===== src/rtl/exe_stage_module.sv =====
// Execute stage: Val2 generation, ALU with NZCV flags, branch target, and the
// EX/MEM pipeline register plus the status register.
module exe_stage_module (
  input  logic        clk,
  input  logic        rst,
  input  logic        freeze,
  input  logic        wb_enable_in,
  input  logic        mem_read_enable_in,
  input  logic        mem_write_enable_in,
  input  logic        branch_enable_in,
  input  logic        S_in,
  input  logic        immidiate,
  input  logic [3:0]  exec_cmd,
  input  logic [31:0] PC_in,
  input  logic [31:0] Val_Rn,
  input  logic [31:0] Val_Rm,
  input  logic [11:0] Shift_operand,
  input  logic [23:0] Signed_immidiate_24,
  input  logic [3:0]  Dest_in,
  input  logic [3:0]  Status_in,
  output logic        branch_taken,
  output logic [31:0] branch_address,
  output logic [3:0]  Status,
  output logic        wb_enable,
  output logic        mem_read_enable,
  output logic        mem_write_enable,
  output logic [31:0] ALU_result,
  output logic [31:0] Val_Rm_out,
  output logic [3:0]  Dest
);

  localparam int unsigned DW = 32;

  localparam logic [3:0] OP_MOV = 4'b0001;
  localparam logic [3:0] OP_MVN = 4'b1001;
  localparam logic [3:0] OP_ADD = 4'b0010;
  localparam logic [3:0] OP_ADC = 4'b0011;
  localparam logic [3:0] OP_SUB = 4'b0100;
  localparam logic [3:0] OP_SBC = 4'b0101;
  localparam logic [3:0] OP_AND = 4'b0110;
  localparam logic [3:0] OP_ORR = 4'b0111;
  localparam logic [3:0] OP_EOR = 4'b1000;

  logic [DW-1:0]   val2;
  logic [DW-1:0]   imm_ext;
  logic [4:0]      imm_rot;
  logic [4:0]      sh_amt;
  logic [2*DW-1:0] rot_tmp;
  logic [DW:0]     sum;
  logic [DW-1:0]   alu_res_d;
  logic [3:0]      nzcv_d;
  logic            c_in;

  logic            wb_q, mr_q, mw_q;
  logic [DW-1:0]   alu_q, rm_q;
  logic [3:0]      dest_q, status_q;

  // Second operand: rotated immediate, raw 12-bit memory offset, or shifted Rm.
  always_comb begin
    val2    = '0;
    rot_tmp = '0;
    imm_ext = {24'b0, Shift_operand[7:0]};
    imm_rot = {Shift_operand[11:8], 1'b0};
    sh_amt  = Shift_operand[11:7];
    if (immidiate) begin
      rot_tmp = {imm_ext, imm_ext} >> imm_rot;
      val2    = rot_tmp[DW-1:0];
    end else if (mem_read_enable_in || mem_write_enable_in) begin
      val2 = {20'b0, Shift_operand[11:0]};
    end else begin
      case (Shift_operand[6:5])
        2'b00: val2 = Val_Rm << sh_amt;
        2'b01: val2 = Val_Rm >> sh_amt;
        2'b10: val2 = DW'($signed(Val_Rm) >>> sh_amt);
        default: begin
          rot_tmp = {Val_Rm, Val_Rm} >> sh_amt;
          val2    = rot_tmp[DW-1:0];
        end
      endcase
    end
  end

  // ALU and next flags; subtraction is Rn + ~Val2 + carry so C is NOT borrow.
  always_comb begin
    alu_res_d = '0;
    nzcv_d    = Status_in;
    sum       = '0;
    c_in      = Status_in[1];
    case (exec_cmd)
      OP_MOV, OP_MVN, OP_AND, OP_ORR, OP_EOR: begin
        case (exec_cmd)
          OP_MOV:  alu_res_d = val2;
          OP_MVN:  alu_res_d = ~val2;
          OP_AND:  alu_res_d = Val_Rn & val2;
          OP_ORR:  alu_res_d = Val_Rn | val2;
          default: alu_res_d = Val_Rn ^ val2;
        endcase
        nzcv_d = {alu_res_d[DW-1], alu_res_d == '0, Status_in[1:0]};
      end
      OP_ADD, OP_ADC: begin
        sum = {1'b0, Val_Rn} + {1'b0, val2}
            + {32'b0, (exec_cmd == OP_ADC) ? c_in : 1'b0};
        alu_res_d = sum[DW-1:0];
        nzcv_d = {alu_res_d[DW-1], alu_res_d == '0, sum[DW],
                  (Val_Rn[DW-1] == val2[DW-1]) && (alu_res_d[DW-1] != Val_Rn[DW-1])};
      end
      OP_SUB, OP_SBC: begin
        sum = {1'b0, Val_Rn} + {1'b0, ~val2}
            + {32'b0, (exec_cmd == OP_SBC) ? c_in : 1'b1};
        alu_res_d = sum[DW-1:0];
        nzcv_d = {alu_res_d[DW-1], alu_res_d == '0, sum[DW],
                  (Val_Rn[DW-1] != val2[DW-1]) && (alu_res_d[DW-1] != Val_Rn[DW-1])};
      end
      default: ;
    endcase
  end

  assign branch_taken   = branch_enable_in;
  assign branch_address = PC_in + {{6{Signed_immidiate_24[23]}}, Signed_immidiate_24, 2'b00};

  always_ff @(posedge clk or negedge rst) begin
    if (!rst) begin
      status_q <= '0;
    end else if (S_in && !freeze) begin
      status_q <= nzcv_d;
    end
  end

  always_ff @(posedge clk or negedge rst) begin
    if (!rst) begin
      wb_q   <= 1'b0;
      mr_q   <= 1'b0;
      mw_q   <= 1'b0;
      alu_q  <= '0;
      rm_q   <= '0;
      dest_q <= '0;
    end else if (!freeze) begin
      wb_q   <= wb_enable_in;
      mr_q   <= mem_read_enable_in;
      mw_q   <= mem_write_enable_in;
      alu_q  <= alu_res_d;
      rm_q   <= Val_Rm;
      dest_q <= Dest_in;
    end
  end

  assign Status           = status_q;
  assign wb_enable        = wb_q;
  assign mem_read_enable  = mr_q;
  assign mem_write_enable = mw_q;
  assign ALU_result       = alu_q;
  assign Val_Rm_out       = rm_q;
  assign Dest             = dest_q;

endmodule


===== config.mk =====
export PLATFORM = sky130hd
export DESIGN_NAME = exe_stage_module
export DESIGN_NICKNAME = d
export VERILOG_FILES = /design/src/rtl/exe_stage_module.sv
export SDC_FILE = /design/constraint.sdc
export NUM_CORES = 1
export LEC_CHECK = 0
export ABC_AREA = 1
export BUFFER_PORTS_ARGS = -buffer_cell sky130_fd_sc_hd__buf_4
export CAP_MARGIN = 20
export CORE_MARGIN = 10
export CORE_UTILIZATION = 45
export CTS_BUF_LIST = sky130_fd_sc_hd__clkbuf_16
export DETAILED_ROUTE_END_ITERATION = 10
export PLACE_DENSITY = 0.66
export SLEW_MARGIN = 20
export SYNTH_ARGS = -nofsm -noshare
export SYNTH_HDL_FRONTEND = slang
export SYNTH_SLANG_ARGS = --single-unit

===== constraint.sdc =====
create_clock -name clk -period 3.75 [get_ports clk]
set_input_delay 0.375 -clock clk [delete_from_list [all_inputs] [get_ports clk]]
set_output_delay 0.375 -clock clk [all_outputs]
set_load 0.02 [all_outputs]

== Word level (Yosys, flattened, before mapping) ==
Cells that the tools add are included.

* Add/sub/neg operators: 5
* Equal/unequal tests: 15
* Shift-type cells: 5
* Muxes and demuxes: 9
* Bitwise logic cells: 4
* Reduce and logical (&&, ||, !) cells: 12

{| class="wikitable"
|+ Operators by type and width
! kind !! count
|-
| 32-bit case mux with 3 select lines || 2
|-
| 32-bit case mux with 4 select lines || 1
|-
| 32-bit zero test || 3
|-
| 32-bit 2-to-1 mux || 3
|-
| 32-bit by 32-bit adder with 33-bit output || 2
|-
| 33-bit by 1-bit adder with 33-bit output || 2
|-
| 64-bit by 5-bit >> shifter with 32-bit output || 1
|-
| 40-bit by 5-bit >> shifter with 32-bit output || 1
|-
| 32-bit adder || 1
|-
| 32-bit bitwise AND || 1
|-
| 32-bit NOT || 1
|-
| 32-bit OR || 1
|-
| 32-bit by 5-bit << shifter with 32-bit output || 1
|-
| 32-bit by 5-bit >> shifter with 32-bit output || 1
|-
| 32-bit by 5-bit >>> shifter with 32-bit output || 1
|-
| 32-bit XOR || 1
|-
| 4-bit by 3-bit == test with 1-bit output, second input constant || 4
|-
| 4-bit case mux with 3 select lines || 1
|-
| 4-bit by 2-bit == test with 1-bit output, second input constant || 2
|-
| 4-bit == test, second input constant || 2
|-
| 5-bit OR reduction || 1
|-
| 4-bit by 1-bit == test with 1-bit output, second input constant || 1
|-
| 2-bit OR reduction || 2
|-
| 1-bit logical AND || 3
|-
| 8 further kinds || 11
|}

* Register bits after elaboration: 75
* Bits of input ports: 153
* Output and inout bits: 108
* Logic and storage cells: 57

== Depth between registers and ports, before layout ==
* Depth after elaboration: 10
* Gate-level depth with buffers: 39
* Gate-level depth less buffers: 37

== Worst setup path before layout ==
Ideal clock, no wire load.

* Kind: in2reg
* Start: in Shift_operand[7]
* End: reg status_q[2], in the netlist Status[2]
* Setup time: 65 ps
* Data arrival time: 3,876 ps
* Data required time: 3,685 ps
* Path slack: -191 ps
* Stages on the path: 33
* Path buffers: 2
* Cells stage by stage: buf_6 > inv_8 > buf_12 > nand2_2 > nand3_1 > nand3_1 > nand3_1 > o21ai_1 > nand2_1 > nand3_1 > nand2_1 > nand2_1 > inv_1 > fa_1 > fa_1 > inv_1 > nand2_1 > o21ai_1 > nand2_1 > nand2_1 > nand3_1 > nand2_1 > nand2_1 > nor2_1 > nor2_1 > o211ai_1 > xor2_1 > nand2_1 > nor2_1 > nor2_1 > nand2_1 > nand2_1 > nand2_1

* Cells in the longest elaborated chain, start to end: 9
* Elaborated cells between the ends (all ways): 22
* Classes of those cells: add/sub (4); shift (5); mux (6); bitwise (4); reduce/logical (3)

{| class="wikitable"
|+ Ends and longest elaborated chain
! element !! RTL line !! RTL
|-
| from (decl) || 17 || <nowiki>input logic [11:0] Shift_operand,</nowiki>
|-
| 64-bit by 5-bit >> shifter with 32-bit output (tied with other cells) || 76 || <nowiki>rot_tmp = {Val_Rm, Val_Rm} >> sh_amt;</nowiki>
|-
| 32-bit case mux with 3 select lines || 71 || <nowiki>case (Shift_operand[6:5])</nowiki>
|-
| 32-bit 2-to-1 mux || 68 || <nowiki>end else if (mem_read_enable_in || mem_write_enable_in) begin</nowiki>
|-
| 32-bit 2-to-1 mux * || 65 || <nowiki>if (immidiate) begin</nowiki>
|-
| 32-bit NOT (tied with other cells) || 93, 108 ||
|-
| 32-bit by 32-bit adder with 33-bit output / 32-bit case mux with 4 select lines (equally long branches) || 108, 91 ||
|-
| 33-bit by 1-bit adder with 33-bit output / 32-bit 2-to-1 mux (equally long branches) || 109, 89 ||
|-
| 32-bit zero test, on equally long branches || 111, 98 ||
|-
| 4-bit case mux with 3 select lines * || 89 || <nowiki>case (exec_cmd)</nowiki>
|-
| to (signal assigned) || 125 || <nowiki>status_q <= nzcv_d;</nowiki>
|-
| to (decl) || 56 || <nowiki>logic [3:0] dest_q, status_q;</nowiki>
|}

Every way passes the cells marked *; elsewhere a longest branch is shown, timed or not. The select of a mux whose other input is x is not followed.
A chain may end at the register's enable or synchronous reset.

== Final worst setup path ==
* Start: in Shift_operand[8]
* End: reg status_q[2], in the netlist Status[2]

The elaborated chain is that of the path after synthesis.

==> impl_metrics.json <==
{
  "finalSetupViolCount": 17,
  "placed_area_um2": 22600,
  "clockRootBuffer": "clkbuf_16",
  "synth_fp_nets": 3089,
  "post-dp-hpwl_mm": 69.6,
  "cts_num_sinks": 75,
  "slowest_delay_ps": 320,
  "swShare": 0.471,
  "clockBufferDepth": 2,
  "initial_core_util": 0.459,
  "drive_gt1_frac": 0.379,
  "slew-limit-headroom": 0.288,
  "drc": 0,
  "crit_slowest_cell": "or2_2",
  "synthArstFlopShare": 1.00,
  "violations": "negative setup slack",
  "p_comb_frac": 0.710,
  "rsz0062_at_grt": "true",
  "cts_tree": "built",
  "finalCritPeriodShare": 1.12,
  "area_growth_pct": 56.8,
  "timing.final.hold_violations": 0,
  "hold_ws_ps": 52.3,
  "synth_top_area_cell": "nand2_1",
  "arrival_ps": 4530,
  "antenna_found_initial": 2,
  "ys_top_cells_by_area": "nand2_1, nand3_1, dfrtp_1, ha_1, inv_1",
  "crit_required_ps": 4070,
  "fin_cells": 4065,
  "fmax_mhz": 238,
  "internal_power_w": 0.00359,
  "track_usage": 0.375,
  "finalMaxSlewViolations": 0,
  "skew_ps": 0,
  "yosysMostFrequentCell": "nand2_1",
  "critPathTopFamily": "simple AND/OR/NAND/NOR gates",
  "synthTopCellsByCount": "nand2_1, nand3_1, inv_1",
  "clkPwrFrac": 0.147,
  "status": "finished with violations",
  "die_h_um": 208,
  "ir_worst_vdd_v": 0.000256,
  "synth_cell_types": 58,
  "ctsHoldBuffers": 0,
  "cellLeakagePower_nw": 13.0,
  "cts_buffers": 9,
  "dieArea_um2": 43300,
  "gp_congestion": 1.09,
  "drv_cap": 0,
  "vias": 23900,
  "grt-ovfl-total": 0,
  "wirelength_mm": 86.7,
  "p_sw_w": 0.00320,
  "path_clk_slew_ps": 90,
  "period_minus_slack_ps": 4210,
  "grt_pass1_vias": 22800,
  "drt_iter0_drc": 3201,
  "grt_first_pass_wirelength_mm": 130,
  "syn_inst": 2807,
  "h-tree-depth": 3,
  "synth_top_area_share": 0.204,
  "fp.dieW_um": 208,
  "yosys_warnings": 0,
  "crit_path_end_kind": "flip-flop",
  "ys_ff_latch": 75,
  "detail-route-antenna-nets": 0,
  "crit_path_frequent_cell": "nand2_1",
  "fin_area_um2": 25000,
  "drtPass1Iterations": 6,
  "start_kind": "input pin",
  "synth-edff-count": 0,
  "powerDensity_nw_per_um2": 272,
  "worstSetupPathType": "input pin to flip-flop",
  "io_pins": 261,
  "tightest_slew_ps": 1070,
  "cp_max_fo": 5,
  "clkLatencyLatePin_ps": 370,
  "dp_cells": 3996,
  "wl_per_cell_um": 21.3,
  "layout.nets": 3886,
  "viasPerCell": 5.88,
  "synth_flop_cell": "dfrtp_1",
  "hold_path_class": "input pin to async pin",
  "port_buffers": 254,
  "p_seq_frac": 0.143,
  "setup_slack_ps": -459,
  "cp_num_buf_inv": 9,
  "grt_start_max_net_pins": 75,
  "row_count": 68,
  "coreArea_um2": 34700,
  "syn_avg_cell_area_um2": 5.67,
  "synth-seq-area-share": 0.118,
  "synth_area_um2": 15900
}
cell type report:
type | count | area (µm²)
multi-input cells | 2333 | 13900
fillers | 2964 | 9740
diodes | 2 | 5.00
clock buffers | 9 | 225
repair buffers | 941 | 7390
flip-flops and latches | 75 | 1880
inverters | 244 | 942
clock inverters | 6 | 90.1
well taps | 455 | 569
per-layer routing:
metal / routed length [µm] / share of wire / GRT usage
met5: 127 / 0.0015 / 0
met1: 34500 / 0.40 / 0.479
met4: 4500 / 0.052 / 0.171
met2: 37200 / 0.43 / 0.582
met3: 10300 / 0.12 / 0.0965
sequential cells by signal, indices dropped and copies added, names as in the netlist:
| signal | cells |
|---|---|
| mem_read_enable | 1 |
| mem_write_enable | 1 |
| ALU_result | 32 |
| wb_enable | 1 |
| Dest | 4 |
| Status | 4 |
| Val_Rm_out | 32 |
through the flow:
step	setup slack [ps]	power [W]	TNS, ps	utilization
3_3_place_gp	-924	0.00513	-15690	0.650
6_report	-459	0.00679	-3520	0.719
4_1_cts	-294	0.00645	-1500	0.693
2_1_floorplan	-37.4	0.00304	-37.4	-
3_5_place_dp	-984	0.00520	-16760	0.650
5_1_grt	-618	0.00715	-7230	0.719
repair_timing:
item,in CTS,in global routing
setup buffers,38,11
resized for setup,188,202
setup endpoints to repair,23,28
pin swaps,75,76
gates cloned,3,0
path summary, 6_finish.rpt:
path	startpoint	end	slack (ps)	cells after the start
max reg2reg	Status[3]$_DFFE_PN0P_	Status[3]$_DFFE_PN0P_	3020	2
min in group clk	Dest_in[3]	Dest[3]$_DFFE_PN0N_	200	3
min reg2reg	ALU_result[12]$_DFFE_PN0N_	ALU_result[12]$_DFFE_PN0N_	480	1
min	rst	Val_Rm_out[31]$_DFFE_PN0N_	50	1
max in group asynchronous	rst	ALU_result[21]$_DFFE_PN0N_	2780	2
max	Shift_operand[8]	Status[2]$_DFFE_PN0P_	-460	34
cell usage in the layout (no fill, tap or decap), types with 15 or more instances in the layout:
| master | instances |
|---|---|
| buf_4 | 912 |
| nand2_1 | 780 |
| nand3_1 | 435 |
| inv_1 | 213 |
| nor2_1 | 179 |
| a21oi_1 | 117 |
| nand2_2 | 105 |
| ha_1 | 100 |
| nand3_2 | 86 |
| dfrtp_1 | 75 |
| o21ai_0 | 67 |
| xor2_1 | 50 |
| a21oi_2 | 39 |
| o21ai_1 | 36 |
| a211oi_1 | 32 |
| o211ai_1 | 27 |
| nand2_4 | 26 |
| inv_2 | 25 |
| nor2_2 | 24 |
| nand4_1 | 21 |
| buf_12 | 17 |
| ha_4 | 16 |
| nor3_1 | 15 |
logic make-up after synthesis:
logic type	count (synthesis)	share of synthesized area
muxes	1	0.000629
AOI/OAI and AO/OA	417	0.156
adders and majority gates	129	0.104
DFF	75	0.118
and+or+nand+nor	1712	0.473
buffers and inverters	399	0.108
xor gates and xnor gates	74	0.0407
power by group through the flow:
stage          logic, W  registers (W)  clock network, W
2_1_floorplan   0.00194        0.00110                 0
4_1_cts         0.00447       0.000971           0.00101
5_1_grt         0.00512       0.000983           0.00104
3_3_place_gp    0.00415       0.000977                 0
3_5_place_dp    0.00422       0.000984                 0
6_report        0.00482       0.000973          0.000996
(Power assumes the default switching activity.)
